==> src/rtl/id_ex_stage.sv <==
// id_ex_stage
// Instruction-decode stage sitting between the IF/ID register and execute.
// Branches and jumps are resolved here so the IF stage can redirect early.
// The stage also detects load-use and branch-operand hazards, can forward
// the MEM-stage ALU result into the branch compare and jr/jalr target, and
// holds the ID/EX pipeline register with bubble and flush handling.
//
// Ports:
//   clk, reset            clock, asynchronous active-high reset
//   id_inst, id_pc4       instruction in ID and its PC+4
//   rf_rs_data/rf_rt_data register-file reads for rs/rt
//   ex_*                  EX-stage destination info (for hazard checks)
//   mem_*                 MEM-stage destination info and ALU result
//   exc_flush             exception/interrupt taken this cycle
//   stall                 hold PC and IF/ID (combinational)
//   is_branch, is_jump    redirect requests to IF (combinational)
//   jump_reg              jump target comes from a register (jr/jalr)
//   branch_dst, jump_dst  redirect targets
//   ex_*  (outputs)       ID/EX register contents, ex_valid marks real work
module id_ex_stage #(
  parameter logic [31:0] NOP_INST = 32'h0000_0000,
  parameter bit          FWD_EN   = 1'b1
) (
  input  logic        clk,
  input  logic        reset,
  input  logic [31:0] id_inst,
  input  logic [31:0] id_pc4,
  input  logic [31:0] rf_rs_data,
  input  logic [31:0] rf_rt_data,
  input  logic        ex_reg_write,
  input  logic        ex_mem_read,
  input  logic [4:0]  ex_write_reg,
  input  logic        mem_reg_write,
  input  logic        mem_mem_read,
  input  logic [4:0]  mem_write_reg,
  input  logic [31:0] mem_alu_out,
  input  logic        exc_flush,
  output logic        stall,
  output logic        is_branch,
  output logic        is_jump,
  output logic        jump_reg,
  output logic [31:0] branch_dst,
  output logic [31:0] jump_dst,
  output logic [31:0] ex_inst,
  output logic [31:0] ex_pc4,
  output logic [31:0] ex_rs_data,
  output logic [31:0] ex_rt_data,
  output logic [31:0] ex_imm,
  output logic        ex_valid
);

  localparam logic [5:0] OP_SPECIAL = 6'h00;
  localparam logic [5:0] OP_REGIMM  = 6'h01;
  localparam logic [5:0] OP_J       = 6'h02;
  localparam logic [5:0] OP_JAL     = 6'h03;
  localparam logic [5:0] OP_BEQ     = 6'h04;
  localparam logic [5:0] OP_BNE     = 6'h05;
  localparam logic [5:0] OP_BLEZ    = 6'h06;
  localparam logic [5:0] OP_BGTZ    = 6'h07;
  localparam logic [5:0] FN_JR      = 6'h08;
  localparam logic [5:0] FN_JALR    = 6'h09;

  logic [5:0]  op;
  logic [5:0]  funct;
  logic [4:0]  rs;
  logic [4:0]  rt;
  logic [15:0] imm16;

  assign op    = id_inst[31:26];
  assign rs    = id_inst[25:21];
  assign rt    = id_inst[20:16];
  assign imm16 = id_inst[15:0];
  assign funct = id_inst[5:0];

  logic dec_beq, dec_bne, dec_branch, dec_jr_any, dec_jump, dec_store;
  logic cmp_uses_rs, cmp_uses_rt, loaduse_uses_rt;

  assign dec_beq    = (op == OP_BEQ);
  assign dec_bne    = (op == OP_BNE);
  assign dec_branch = dec_beq || dec_bne || (op == OP_BLEZ) ||
                      (op == OP_BGTZ) || (op == OP_REGIMM);
  assign dec_jr_any = (op == OP_SPECIAL) && ((funct == FN_JR) || (funct == FN_JALR));
  assign dec_jump   = (op == OP_J) || (op == OP_JAL) || dec_jr_any;
  assign dec_store  = (op == 6'h28) || (op == 6'h29) || (op == 6'h2A) ||
                      (op == 6'h2B) || (op == 6'h2E);

  // Registers consumed in ID itself (branch compare / jr target) versus
  // registers a later stage needs from a load result.
  assign cmp_uses_rs     = dec_branch || dec_jr_any;
  assign cmp_uses_rt     = dec_beq || dec_bne;
  assign loaduse_uses_rt = (op == OP_SPECIAL) || dec_beq || dec_bne || dec_store;

  // A MEM-stage ALU result is safe to forward; a MEM-stage load is not yet
  // available, so it can only be waited for.
  logic        mem_fwd_ok;
  logic [31:0] rs_val;
  logic [31:0] rt_val;

  assign mem_fwd_ok = FWD_EN && mem_reg_write && !mem_mem_read;
  assign rs_val = (rs == 5'd0) ? 32'd0 :
                  (mem_fwd_ok && (mem_write_reg == rs)) ? mem_alu_out : rf_rs_data;
  assign rt_val = (rt == 5'd0) ? 32'd0 :
                  (mem_fwd_ok && (mem_write_reg == rt)) ? mem_alu_out : rf_rt_data;

  logic load_use_hz, ex_cmp_hz, mem_cmp_hz;

  assign load_use_hz = ex_mem_read && (ex_write_reg != 5'd0) &&
                       ((ex_write_reg == rs) || (loaduse_uses_rt && (ex_write_reg == rt)));

  assign ex_cmp_hz = ex_reg_write && (ex_write_reg != 5'd0) &&
                     ((cmp_uses_rs && (ex_write_reg == rs)) ||
                      (cmp_uses_rt && (ex_write_reg == rt)));

  assign mem_cmp_hz = mem_reg_write && (mem_mem_read || !FWD_EN) &&
                      (mem_write_reg != 5'd0) &&
                      ((cmp_uses_rs && (mem_write_reg == rs)) ||
                       (cmp_uses_rt && (mem_write_reg == rt)));

  assign stall = load_use_hz || ex_cmp_hz || mem_cmp_hz;

  // Branch condition on the selected operands; regimm uses rt[0] to pick
  // bgez over bltz.
  logic br_taken;

  always_comb begin
    br_taken = 1'b0;
    case (op)
      OP_BEQ:    br_taken = (rs_val == rt_val);
      OP_BNE:    br_taken = (rs_val != rt_val);
      OP_BLEZ:   br_taken = rs_val[31] || (rs_val == 32'd0);
      OP_BGTZ:   br_taken = !rs_val[31] && (rs_val != 32'd0);
      OP_REGIMM: br_taken = rt[0] ? !rs_val[31] : rs_val[31];
      default:   br_taken = 1'b0;
    endcase
  end

  logic redirect_ok;

  assign redirect_ok = !stall && !exc_flush;
  assign is_branch   = dec_branch && br_taken && redirect_ok;
  assign is_jump     = dec_jump && redirect_ok;
  assign jump_reg    = dec_jr_any;
  assign branch_dst  = id_pc4 + {{14{imm16[15]}}, imm16, 2'b00};
  assign jump_dst    = dec_jr_any ? rs_val : {id_pc4[31:28], id_inst[25:0], 2'b00};

  // ID/EX register. A flush and a stall both leave a NOP bubble with all
  // data fields cleared, so they share one branch.
  always_ff @(posedge clk or posedge reset) begin
    if (reset) begin
      ex_inst    <= NOP_INST;
      ex_pc4     <= 32'd0;
      ex_rs_data <= 32'd0;
      ex_rt_data <= 32'd0;
      ex_imm     <= 32'd0;
      ex_valid   <= 1'b0;
    end else if (exc_flush || stall) begin
      ex_inst    <= NOP_INST;
      ex_pc4     <= 32'd0;
      ex_rs_data <= 32'd0;
      ex_rt_data <= 32'd0;
      ex_imm     <= 32'd0;
      ex_valid   <= 1'b0;
    end else begin
      ex_inst    <= id_inst;
      ex_pc4     <= id_pc4;
      ex_rs_data <= rs_val;
      ex_rt_data <= rt_val;
      ex_imm     <= {{16{imm16[15]}}, imm16};
      ex_valid   <= (id_inst != 32'd0);
    end
  end

endmodule

==> config.mk <==
export PLATFORM = sky130hd
export DESIGN_NAME = id_ex_stage
export DESIGN_NICKNAME = d
export VERILOG_FILES = /design/src/rtl/id_ex_stage.sv
export SDC_FILE = /design/constraint.sdc
export NUM_CORES = 1
export LEC_CHECK = 0
export BUFFER_PORTS_ARGS = -buffer_cell sky130_fd_sc_hd__buf_2
export CAP_MARGIN = 20
export CORE_AREA = 4 4 155 157
export CTS_CLUSTER_SIZE = 20
export DETAILED_ROUTE_END_ITERATION = 8
export DIE_AREA = 0 0 159 161
export MAX_ROUTING_LAYER = met4
export PLACE_DENSITY = 0.66
export SETUP_SLACK_MARGIN = 0.4
export SLEW_MARGIN = 20
export SYNTH_ARGS = -nofsm -noshare
export SYNTH_HDL_FRONTEND = slang
export SYNTH_SLANG_ARGS = --single-unit
==> constraint.sdc <==
create_clock -name clk -period 4.67 [get_ports clk]
set_clock_uncertainty 0.1 [all_clocks]
set_input_delay 0.467 -clock clk [delete_from_list [all_inputs] [get_ports clk]]
set_output_delay 0.467 -clock clk [all_outputs]
set_load 0.05 [all_outputs]
### After elaboration in Yosys (flattened, before gate mapping)

Index checks and enable logic that the tools add are counted.

* register bits after elaboration: 161
* input bits: 177

* add/subtract/negate cells: 1
* reduce and logical (&&, ||, !) cells: 55
* eq/ne operators: 20
* muxes and demuxes: 13

Operators with widths (count)
* 2-to-1 mux 32 bit: 10
* nonzero test 32 bit: 2
* adder 32 bit: 1
* == test 32 bit: 1
* zero test 32 bit: 1
* != test 32 bit: 1
* == test 6 bit (second input constant): 5
* == test 6 x 3 -> 1 bit (second input constant): 4
* logical OR 1 bit: 22
* logical AND 1 bit: 21
* == test 5 bit: 4
* == test 6 x 2 -> 1 bit (second input constant): 2
* == test 6 x 4 -> 1 bit (second input constant): 2
* zero test 5 bit: 2
* nonzero test 5 bit: 2
* == test 6 x 1 -> 1 bit (second input constant): 1
* zero test 6 bit: 1
* one-hot mux 1 bit (5 select lines): 1
* zero test 1 bit: 4
* 2-to-1 mux 1 bit: 2

### Depth between registers and ports, before layout

* depth in word-level cells: 14
* depth in mapped cells: 14
* gate-level depth less buffers: 13

### Worst setup path before layout

OpenSTA, ideal clock, no wires.

* path type: input to output
* from: in id_inst[24]
* to: out is_branch
* data required time: 4.103 ns
* buffers on the path: 2
* data arrival time: 3.704 ns
* stages on the path: 12
* path slack: 0.399 ns
* path through: xnor2_1 nand3_1 nor4b_4 buf_6 buf_6 mux2i_1 nor4_1 a31oi_1 nand4_1 o211ai_1 o21ai_0 o32ai_1

* cells in the longest elaborated chain, start to end: 9

Ends and longest elaborated chain
* start, declared: line 26 `input logic [31:0] id_inst,`
* == test 5 bit, on equally long branches
* logical AND 1 bit, on equally long branches: line 101, 111
* 2-to-1 mux 32 bit or logical OR 1 bit (tied branches): line 101, 111
* 2-to-1 mux 32 bit or logical AND 1 bit (tied branches): line 100, 110
* nonzero test 32 bit (tied with other cells): line 131 `OP_BGTZ: br_taken = !rs_val[31] && (rs_val != 32'd0);`
* logical AND 1 bit (tied with other cells): line 131
* one-hot mux 1 bit (5 select lines) or zero test 1 bit (tied branches): line 127, 139
* logical AND 1 bit, on equally long branches: line 140, 139
* logical AND 1 bit (*): line 140 `assign is_branch = dec_branch && br_taken && redirect_ok;`
* end, declared: line 39 `output logic is_branch,`

Every way passes the cells marked *; elsewhere a longest branch is shown, timed or not.

### Worst setup path in the final report

* from: in id_inst[22]
* to: out is_branch

Same word-level chain as after synthesis.

==> summary.txt <==
Worst setup path
  – Critical path class: input pin to primary output
  – CP Launch Type: input pin
  – Worst-path maximum fanout: 27
  – Worst Path Required: 4.10 ns
  – CP arrival: 3.57 ns
  – Crit. End Element: primary output

Global routing
  – Gr ovfl total: 0
  – Largest net degree at the start of global routing: 103
  – GR Util met2: 44.6%
  – Total GRT Usage: between 20 and 30%
  – Busiest layer in global routing: met2
  – GR met1 Demand/Resource: 34.4%
  – First-pass GRT wire length: 52300 µm
  – Grt met3 use: 5.41%
  – Vias in the first global route: 8426
  – Initial antenna violation count: 2

Floorplan
  – Initial Util: 36.8%
  – Die ar.: roughly 26000 µm²
  – Die Height: 161 µm
  – Core footprint: 22500 µm²
  – FP Rows: 55
  – I/O pin total: roughly 400
  – Die W: 159 µm

Yosys
  – Cells after synthesis: 934
  – Most common cell in the netlist: dfrtp_1
  – Synth top area share: between 30% and 40%
  – Sequential-to-total area share from yosys stat: 39.0%
  – Post-Syn Area: between 8000 and 9000 µm²
  – Asr flop ratio synth: between 90% and 100%
  – Avg Inst Size Synth: 8.87 µm²
  – Cell taking the most area after synthesis: dfrtp_1
  – Synth area leaders: dfrtp_1 (39%), and2_1 (6.0%), xnor2_1 (5.4%), nand2_1 (4.8%), ha_1 (4.4%)
  – #FFs+latches synth: roughly 130
  – Post-synth EDFFs: 0
  – Yosys cell types: 56
  – Synth Net Count: 1141
  – Ys flop type: dfrtp_1
  – Syn. warnings: 0
  – Synth top cells by count: dfrtp_1 (129), nand2_1 (105), nor2_1 (83)

Power
  – Power Total: a little under 4000 µW
  – P_int: approximately 2300 µW
  – Logic gate share of total power: 35.5%
  – Power share of the sequential group: 31.0%
  – Sw power: 1580 µW
  – Clk pwr share: about 34%
  – Pleak: 0.00573 µW
  – Peak supply drop: 0.000201 V
  – Sw Share: between 40 and 50%
  – Pwr per Cell Area: 347 nW/µm²

Finish
  – Final #Nets: 1508
  – Layout area overhead: 35.0%
  – Area taken by multi-input logic gates: 4690 µm²
  – Filler cell count: 2225
  – Layout Cells excl Fill: 1600
  – Layout cells sized above 1: 39.6%
  – Register area: 3230 µm²

Routing
  – Via-per-instance ratio: about 5.3
  – Post-route ant nets: 0
  – DRC: 0
  – Drt initial violations: 752
  – WL/cell: about 22 µm
  – TritonRoute pass-1 iters: 5
  – Via count: 8531
  – Total wire length: about 36000 µm

Timing
  – Hold Worst Slack: 0.166 ns
  – Slew @ Worst Pin: 0.948 ns
  – Count of final max-slew check failures: 0
  – RSZ-0062 raised after global routing: yes
  – Final setup vio count: 0
  – Tcrit/Tclk final: roughly 90%
  – Minimum clock period: roughly 4.1 ns
  – Fmax: 242 MHz
  – Total negative setup slack: 0 ns
  – Count of final hold-check violations: 0
  – Slew Limit Headroom: 36.8%

CTS
  – Clock Sinks: about 130
  – CTS H-Tree Depth: 4
  – Clock buffer count from CTS: 17
  – Clk slew on worst S/H paths: roughly 0.060 ns
  – CTS tree: yes
  – Clock tree buffer depth: 2
  – Root buf cell: clkbuf_16

Outcome
  – Status: complete, no violations

Place
  – GPL Wtd Cong: around 0.9
  – DP Wirelength: 28000 µm
  – Dpl cells: around 1600
  – Port bufs: 405

Flow run
  – Max Cap Viol: 0

Min path
  – Hold crit path type: input pin to async pin
## worst max-delay path, cell delays in order
cell	delay, ns
buf_2	0.14
or4_1	0.58
or2_4	0.37
and2_1	0.21
mux2_2	0.27
xnor2_1	0.16
a2111oi_4	0.37
nand4_1	0.19
nor4_4	0.31
xnor2_1	0.11
o32ai_2	0.15
buf_6	0.21
## layout make-up
class | count | area share [%]
Antenna cell | 2 | 0.0447
Clock buffer | 21 | 4.11
Clock inverter | 10 | 0.772
Inverter | 16 | 0.581
Multi-Input combinational cell | 704 | 41.9
Sequential cell | 129 | 28.8
Tap cell | 285 | 3.19
Timing Repair Buffer | 433 | 20.6
## repair_timing
action	in CTS	in global routing
buffers inserted	0	2
hold buffers	0	0
resized for setup	6	30
cloned	0	4
setup endpoints to repair	2	4
pin swaps	0	9
## per-layer routing
| metal | vias to the layer above | part of all wire, % |
|---|---|---|
| met1 | 4102 | 42 |
| met4 | 0 | 2.7 |
| met5 | - | 0 |
| met2 | 428 | 48 |
| li1 | 3943 | - |
| met3 | 58 | 7.3 |
## flip-flops by register name, indices dropped and copies added, names as in the netlist
name,flops
ex_pc4,32
ex_rs_data,32
ex_rt_data,32
ex_imm,16
ex_inst,16
ex_valid,1
## worst paths after layout
| kind | start | end | slack, ns | cells after the start |
|---|---|---|---|---|
| worst max-delay path | id_inst[22] | is_branch | 0.54 | 12 |
| worst min-delay path | reset | ex_pc4[4] | 0.17 | 2 |
| max in group asynchronous | reset | ex_rt_data[18] | 3.35 | 3 |
| min in group clk | id_pc4[26] | ex_pc4[26] | 0.17 | 2 |
## cell families (layout without fill, tap and decap cells)
family / Yosys count / in the layout / share of synthesized area [%]
other: 0 / 2 / 0
buffers and inverters: 102 / 480 / 6.85
adders and majority gates: 30 / 30 / 4.62
muxes: 42 / 42 / 5.31
AOI/OAI and AO/OA: 190 / 190 / 14.3
xor gates and xnor gates: 76 / 76 / 8.03
and+or+nand+nor: 365 / 366 / 22.0
DFF: 129 / 129 / 39.0
## stage by stage
| step | cell area [µm²] | util (%) | setup WS, ns |
|---|---|---|---|
| global route | 11200 | 49.7 | 0.387 |
| floorplan | 8290 | - | 0.662 |
| detailed placement | 10400 | 46.1 | 0.238 |
| finish | 11200 | 49.7 | 0.535 |
| global placement | 10400 | 46.1 | 0.288 |
| CTS | 11000 | 48.7 | 0.400 |
## power groups by stage
stage | Clock, µW | Sequential [µW] | Combinational (µW)
floorplan | 0 | 1460 | 723
global placement | 0 | 1220 | 1350
detailed placement | 0 | 1220 | 1350
CTS | 1320 | 1200 | 1360
global route | 1360 | 1210 | 1450
finish | 1300 | 1200 | 1380
## cell usage in the layout, fill, tap and decap left out, types with 16 or more instances in the layout
cell type	instances
buf_2	404
dfrtp_1	129
a31oi_1	25
a21oi_1	52
nor3_1	26
ha_1	29
o21ai_0	51
nor4_1	18
and2_1	79
nand2_1	104
xor2_1	25
clkbuf_16	19
mux2i_1	20
mux2_2	16
nor2_1	82
xnor2_1	48
buf_4	23
(Power assumes the default switching activity.)
